File: config.mk
export PLATFORM = sky130hd
export DESIGN_NAME = seq_runner
export DESIGN_NICKNAME = d
export VERILOG_FILES = /design/src/rtl/seq_runner.sv
export SDC_FILE = /design/constraint.sdc
export NUM_CORES = 1
export LEC_CHECK = 0
export CAP_MARGIN = 20
export CORE_MARGIN = 2
export CORE_UTILIZATION = 45
export CTS_BUF_LIST = sky130_fd_sc_hd__clkbuf_8 sky130_fd_sc_hd__clkbuf_16
export DETAILED_ROUTE_END_ITERATION = 12
export PLACE_DENSITY = 0.73
export SYNTH_ARGS = -nofsm -noshare
export SYNTH_HDL_FRONTEND = slang
export SYNTH_SLANG_ARGS = --single-unit
File: constraint.sdc
create_clock -name clk -period 1.7 [get_ports clk]
set_input_delay 0.17 -clock clk [delete_from_list [all_inputs] [get_ports clk]]
set_output_delay 0.17 -clock clk [all_outputs]
set_load 0.02 [all_outputs]
File: src/rtl/seq_runner.sv
// Bit-serial pattern runner: feeds up to W pattern bits (LSB first) through a 2-bit core state machine and counts visits to state 11.
// Optional macro SEQ_RUNNER_HIT_EN adds hit/first_hit outputs reporting the first bit index that reached state 11.
module seq_runner #(
    parameter int W  = 16,
    parameter int CW = $clog2(W + 1)
) (
    input  logic          clk,
    input  logic          nrst,
    input  logic          start,
    input  logic [W-1:0]  pattern,
    input  logic [CW-1:0] len,
    output logic          busy,
    output logic          done,
    output logic [CW-1:0] count,
`ifdef SEQ_RUNNER_HIT_EN
    output logic          hit,
    output logic [CW-1:0] first_hit,
`endif
    output logic [1:0]    final_q
);

    typedef enum logic [1:0] {S_IDLE, S_RUN, S_DONE} state_t;

    localparam logic [CW-1:0] WMAX = CW'(W);
    localparam logic [CW-1:0] ONE  = CW'(1);

    state_t        state, state_nxt;
    logic [W-1:0]  sh;
    logic [CW-1:0] rem;
    logic [CW-1:0] cnt;
    logic [1:0]    q;
    logic [1:0]    q_nxt;
    logic [CW-1:0] len_c;
`ifdef SEQ_RUNNER_HIT_EN
    logic [CW-1:0] idx;
    logic          hit_r;
    logic [CW-1:0] fh_r;
`endif

    function automatic logic [1:0] core_next(input logic [1:0] s, input logic a);
        logic [1:0] r;
        if (a) begin
            case (s)
                2'b00:   r = 2'b11;
                2'b01:   r = 2'b00;
                2'b10:   r = 2'b00;
                default: r = 2'b01;
            endcase
        end else begin
            case (s)
                2'b00:   r = 2'b10;
                2'b01:   r = 2'b01;
                2'b10:   r = 2'b11;
                default: r = 2'b10;
            endcase
        end
        return r;
    endfunction

    assign len_c = (len > WMAX) ? WMAX : len;
    assign q_nxt = core_next(q, sh[0]);

    always_ff @(posedge clk or negedge nrst) begin
        if (!nrst) state <= S_IDLE;
        else       state <= state_nxt;
    end

    always_comb begin
        state_nxt = state;
        case (state)
            S_IDLE:  if (start) state_nxt = (len_c != '0) ? S_RUN : S_DONE;
            S_RUN:   if (rem == ONE) state_nxt = S_DONE;
            S_DONE:  state_nxt = S_IDLE;
            default: state_nxt = S_IDLE;
        endcase
    end

    always_comb begin
        busy = (state != S_IDLE);
        done = (state == S_DONE);
    end

    // Datapath: load on accepted start, one bit per RUN cycle, hold otherwise.
    always_ff @(posedge clk or negedge nrst) begin
        if (!nrst) begin
            sh  <= '0;
            rem <= '0;
            cnt <= '0;
            q   <= 2'b00;
`ifdef SEQ_RUNNER_HIT_EN
            idx   <= '0;
            hit_r <= 1'b0;
            fh_r  <= '0;
`endif
        end else if (state == S_IDLE && start) begin
            sh  <= pattern;
            rem <= len_c;
            cnt <= '0;
            q   <= 2'b00;
`ifdef SEQ_RUNNER_HIT_EN
            idx   <= '0;
            hit_r <= 1'b0;
            fh_r  <= '0;
`endif
        end else if (state == S_RUN) begin
            sh  <= sh >> 1;
            rem <= rem - ONE;
            q   <= q_nxt;
            if (q_nxt == 2'b11) cnt <= cnt + ONE;
`ifdef SEQ_RUNNER_HIT_EN
            idx <= idx + ONE;
            if (q_nxt == 2'b11 && !hit_r) begin
                hit_r <= 1'b1;
                fh_r  <= idx + ONE;
            end
`endif
        end
    end

    assign count   = cnt;
    assign final_q = q;
`ifdef SEQ_RUNNER_HIT_EN
    assign hit       = hit_r;
    assign first_hit = fh_r;
`endif

endmodule
==> results of run 1 <==
[cell families (layout without fill, tap and decap cells)]
group | after synthesis | in the layout | share of synthesized area (%)
muxes | 3 | 3 | 2.03
and+or+nand+nor | 66 | 66 | 22.5
AOI/OAI and AO/OA | 35 | 35 | 17.0
adders and majority gates | 3 | 3 | 2.54
buffers and inverters | 12 | 52 | 3.47
DFF | 30 | 30 | 50.7
xor gates and xnor gates | 3 | 3 | 1.78
[sequential cells by signal, indices dropped and copies added, names as in the netlist]
name     flops
final_q      2
rem          5
count        5
state        2
sh          16
[final cells by class]
type / instances / area [µm²] / area share (%)
Clock inverter: 2 / 12.5 / 0.629
Inverter: 4 / 15.0 / 0.755
Sequential cell: 30 / 751 / 37.8
Clock buffer: 6 / 82.6 / 4.15
Timing Repair Buffer: 40 / 394 / 19.8
Tap cell: 44 / 55.1 / 2.77
Multi-Input combinational cell: 110 / 678 / 34.1
[layout by cell type, fill, tap and decap left out, drive strengths merged, types with 2 or more instances in the layout]
| cell | n |
|---|---|
| clkdlybuf4s50 | 30 |
| or3 | 2 |
| a22oi | 15 |
| nand3 | 7 |
| nor2b | 2 |
| or3b | 2 |
| nor3b | 2 |
| clkbuf | 6 |
| xor2 | 2 |
| nand2 | 38 |
| ha | 3 |
| buf | 8 |
| a32oi | 2 |
| mux2i | 3 |
| dfrtp | 30 |
| a21oi | 5 |
| o21ai | 7 |
| nor3 | 4 |
| inv | 4 |
[through the flow]
step / util, % / power [mW]
floorplan: - / 2.10
global placement: 61.0 / 2.54
detailed placement: 61.0 / 2.60
CTS: 64.0 / 3.21
global route: 64.1 / 3.45
finish: 64.1 / 3.18
[worst max-delay path by stage]
stage                     from  endpoint  slack [ns]
finish                state[0]      busy        0.13
global route            rem[0]    rem[4]        0.01
CTS                   state[0]      done        0.03
detailed placement      len[4]  state[1]        0.04
global placement         start    rem[3]        0.06
floorplan           final_q[0]  count[0]        0.28
[power groups by stage]
stage / Combinational [mW] / Sequential (mW) / Clock [mW]
6_report: 1.32 / 1.26 / 0.605
4_1_cts: 1.33 / 1.26 / 0.621
2_1_floorplan: 0.841 / 1.26 / 0
3_3_place_gp: 1.29 / 1.25 / 0
3_5_place_dp: 1.33 / 1.27 / 0
5_1_grt: 1.48 / 1.31 / 0.658
[routing by layer]
| layer | share of wire, % | GRT usage [%] | wire length (µm) |
|---|---|---|---|
| met1 | 46 | 26.7 | 1540 |
| met2 | 46 | 33.0 | 1540 |
| met3 | 5.5 | 6.09 | 183 |
| met4 | 2.5 | 10.9 | 85 |
| met5 | 0 | 0 | 0 |
[cell usage after synthesis (all sizes together)]
cell type	count
a21oi	5
a221oi	1
a22oi	15
a311oi	1
a32oi	2
and2b	1
buf	5
clkbuf	3
dfrtp	30
ha	3
inv	4
mux2i	3
nand2	38
nand2b	1
nand3	7
nand3b	1
nor2	1
nor2b	2
nor3	4
nor3b	2
nor4b	1
o211ai	1
o21ai	7
o21ba	1
o21bai	1
o221a	1
or2	1
or2b	1
or3	2
or3b	2
or4	1
or4bb	1
xnor2	1
xor2	2
[timing repair]
item,in CTS,in global routing
buffers inserted,0,0
resized for setup,1,1
endpoints found under the setup margin,1,1
==> flow_metrics.env, run 1 <==
export IMPL_path_delay_family="flip-flops"
export IMPL_crit_path_max_fanout=10
export IMPL_worstPathArrival_ns=1.40
export IMPL_tritoncts_num_buffers=5
export IMPL_power_leakage_nw=0.907
export IMPL_end_kind="output pin"
export IMPL_die_w_um=61.4
export IMPL_hp_class="in -> async"
export IMPL_clk_insertion_delay_late_ns=0.29
export IMPL_syn_inst=152
export IMPL_grt_max_degree=31
export IMPL_yosys_area_top_type="dfrtp_1"
export IMPL_drive_gt1_share_pct=13.0
export IMPL_fin_area_um2=1990
export IMPL_fmax_mhz=637
export IMPL_final_cells=236
export IMPL_post_drt_via_cell_ratio=5.43
export IMPL_crit_type="reg -> out"
export IMPL_fillers=303
export IMPL_setup_viol=0
export IMPL_yosysWarnings=0
export IMPL_fin_crit_ns=1.57
export IMPL_rsz0062_at_grt="no"
export IMPL_ant_nets=0
export IMPL_intPower_mw=1.95
export IMPL_cts_hold_buf=0
export IMPL_wl_um=3350
export IMPL_synth_top_cell_area_share_pct=50.7
export IMPL_numPortBuffers=32
export IMPL_status="complete, no violations"
export IMPL_yosysUniqueCellTypes=38
export IMPL_antenna_cells=0
export IMPL_path_buf_inv=1
export IMPL_antenna_found_initial=0
export IMPL_period_share_pct=92.4
export IMPL_hold_viol=0
export IMPL_powerDensity_nw_per_um2=1600
export IMPL_slowest_stage="dfrtp_1"
export IMPL_syn_avg_cell_area_um2=9.74
export IMPL_initial_utilization_pct=47.7
export IMPL_peakVddDrop_v=0.000817
export IMPL_dr_pass1_iters=4
export IMPL_tightest_slew_ns=0.479
export IMPL_place_ws_ns=0.0386
export IMPL_vias=1281
export IMPL_grtUsageTotal_pct=21.1
export IMPL_ys_top_cells_by_area="dfrtp_1 51%, nand2_1 9.6%, a22oi_1 7.6%"
export IMPL_htree_levels=2
export IMPL_gp_congestion=0.827
export IMPL_cts_buffer_depth=2
export IMPL_drc=0
export IMPL_ys_seq_area_share_pct=50.7
export IMPL_die_y_um=61.4
export IMPL_slew_limit_headroom_pct=67.6
export IMPL_routedWlPerCell_um=14.2
export IMPL_cts_clk_slew_worst_paths_ns=0.07
export IMPL_worstSetupStartpointType="register"
export IMPL_pwr_share_seq_pct=39.7
export IMPL_cts_root_buffer="clkbuf_8"
export IMPL_fin_ws_ns=0.130
export IMPL_crit_cells=2
export IMPL_tns_ns=0
export IMPL_grt_ovfl_total=0
export IMPL_placed_area_um2=1890
export IMPL_r2r_slack_ns=0.14
export IMPL_dp_cells=228
export IMPL_ioPinCount=33
export IMPL_grt_pass1_vias=1217
export IMPL_synth_seq_cells=30
export IMPL_cts_tree="done"
export IMPL_hold_slack_ns=0.269
export IMPL_drt_iter0_drc=55
export IMPL_synth_nets=179
export IMPL_r2r_end="rem[4]"
export IMPL_cts_sinks=30
export IMPL_dp_hpwl_um=2320
export IMPL_p_sw_share_pct=38.6
export IMPL_critPathRequiredTime_ns=1.53
export IMPL_combPwrFrac_pct=41.3
export IMPL_nets=218
export IMPL_cap_viol_max_count=0
export IMPL_syn_area_um2=1480
export IMPL_slowest_delay_ns=0.47
export IMPL_path_cells="or2_2 > dlygate4sd2_1"
export IMPL_grt_pass1_wl_um=5630
export IMPL_finalMaxSlewViolations=0
export IMPL_rr_startpoint="rem[0]"
export IMPL_core_area_um2=3100
export IMPL_syn_to_final_growth_pct=34.3
export IMPL_skew_ns=0.0104
export IMPL_core_rowCount=20
export IMPL_p_clk_share_pct=19.0
export IMPL_worstRegToRegCells=5
export IMPL_switching_power_mw=1.23
export IMPL_die_area_um2=3760
Note: power is estimated with default switching activity, not from simulation.
==> run 2, diff against run 1 <==
Settings changed: HOLD_SLACK_MARGIN from default to 0.15, MAX_ROUTING_LAYER from default to met4.
==> flow_metrics.env, run 2 (synthesis results as in run 1) <==
export IMPL_status="complete, no violations"
export IMPL_cap_viol_max_count=0
export IMPL_setup_viol=0
export IMPL_numPortBuffers=32
export IMPL_regArea_um2=751
export IMPL_antenna_cells=0
export IMPL_fin_ws_ns=0.130
export IMPL_hold_viol=0
export IMPL_slowest_delay_ns=0.47
export IMPL_powerDensity_nw_per_um2=1600
export IMPL_fin_crit_ns=1.57
export IMPL_tritoncts_num_buffers=5
export IMPL_core_rowCount=20
export IMPL_crit_type="reg -> out"
export IMPL_slew_limit_headroom_pct=67.3
export IMPL_grt_max_degree=31
export IMPL_drt_iter0_drc=44
export IMPL_post_drt_via_cell_ratio=5.42
export IMPL_utilization_pct=64.1
export IMPL_ioPinCount=33
export IMPL_total_power_mw=3.19
export IMPL_cts_tree="done"
export IMPL_cts_buffer_depth=2
export IMPL_tns_ns=0
export IMPL_tightest_slew_ns=0.484
export IMPL_cts_sinks=30
export IMPL_largest_register="sh"
export IMPL_vias=1279
export IMPL_routedWlPerCell_um=14.3
export IMPL_grt_pass1_vias=1218
export IMPL_crit_path_max_fanout=10
export IMPL_die_y_um=61.4
export IMPL_nets=218
export IMPL_gp_congestion=0.839
export IMPL_ctsResizeCount=1
export IMPL_critPathRequiredTime_ns=1.53
export IMPL_clk_insertion_delay_late_ns=0.29
export IMPL_grt_ovfl_total=0
export IMPL_postCtsSetupRepairBufs=0
export IMPL_path_cells="or2_2 > dlygate4sd2_1"
export IMPL_worstPathArrival_ns=1.40
export IMPL_drive_gt1_share_pct=13.0
export IMPL_htree_levels=2
export IMPL_core_area_um2=3100
export IMPL_period_share_pct=92.4
export IMPL_skew_ns=0.00929
export IMPL_peakVddDrop_v=0.000818
export IMPL_multi_input_area_um2=678
export IMPL_path_delay_family="flip-flops"
export IMPL_power_leakage_nw=0.907
export IMPL_rsz0062_at_grt="no"
export IMPL_largest_reg_flops=16
export IMPL_drc=0
export IMPL_cts_hold_buf=0
export IMPL_slowest_stage="dfrtp_1"
export IMPL_grtUsageTotal_pct=21.8
export IMPL_cts_root_buffer="clkbuf_8"
export IMPL_final_cell_mix="38 x nand2_1, 30 x dfrtp_1, 30 x clkdlybuf4s50_1, 15 x a22oi_1"
export IMPL_worstSetupStartpointType="register"
export IMPL_finalMaxSlewViolations=0
export IMPL_die_area_um2=3760
export IMPL_initial_utilization_pct=47.7
export IMPL_antenna_found_initial=0
export IMPL_wl_um=3360
export IMPL_final_common_cell="nand2_1"
export IMPL_ant_nets=0
export IMPL_dp_hpwl_um=2320
export IMPL_hp_class="in -> async"
export IMPL_grt_pass1_wl_um=5620
export IMPL_syn_to_final_growth_pct=34.3
export IMPL_cts_clk_slew_worst_paths_ns=0.07
export IMPL_fillers=303
export IMPL_place_ws_ns=0.0386
export IMPL_end_kind="output pin"
export IMPL_fmax_mhz=637
export IMPL_dr_pass1_iters=4
export IMPL_path_buf_inv=1
export IMPL_die_w_um=61.4
run 2: metrics by stage:
stage	cell area [µm²]	hold WS [ns]	cells
4_1_cts	1990	0.281	236
5_1_grt	1990	0.320	236
6_report	1990	0.269	236
2_1_floorplan	1480	-0.126	152
3_5_place_dp	1890	0.464	228
3_3_place_gp	1890	0.461	228
run 2: worst paths after layout:
kind / from / endpoint / slack, ns / depth (start not counted)
max in group asynchronous: nrst / sh[14] / 1.14 / 2
min in group clk: pattern[15] / sh[15] / 0.43 / 3
worst min register to register: sh[2] / sh[2] / 0.48 / 2
worst max register to register: rem[0] / rem[4] / 0.14 / 5
worst max-delay path: state[0] / busy / 0.13 / 2
worst min-delay path: nrst / state[0] / 0.27 / 2
run 2: final cells by class:
type                    count  share of cell area, %
multi-input cells         110                   34.1
clock buffers               6                   4.15
well taps                  44                   2.77
repair buffers             40                   19.8
clock inverters             2                  0.629
flip-flops and latches     30                   37.8
inverters                   4                  0.755
run 2: routing by layer:
layer  vias up  global-route usage (%)  wire [µm]
met4         0                    10.9         85
met1       613                    26.7       1570
met5         -                       -          0
met2        42                    33.0       1550
li1        614                       -          -
met3        10                    6.09        162
run 2: power by group:
part           switching (mW)  internal (mW)  leakage (nW)
clock network           0.283          0.325        0.0472
registers               0.252           1.01         0.380
logic                   0.698          0.620         0.480
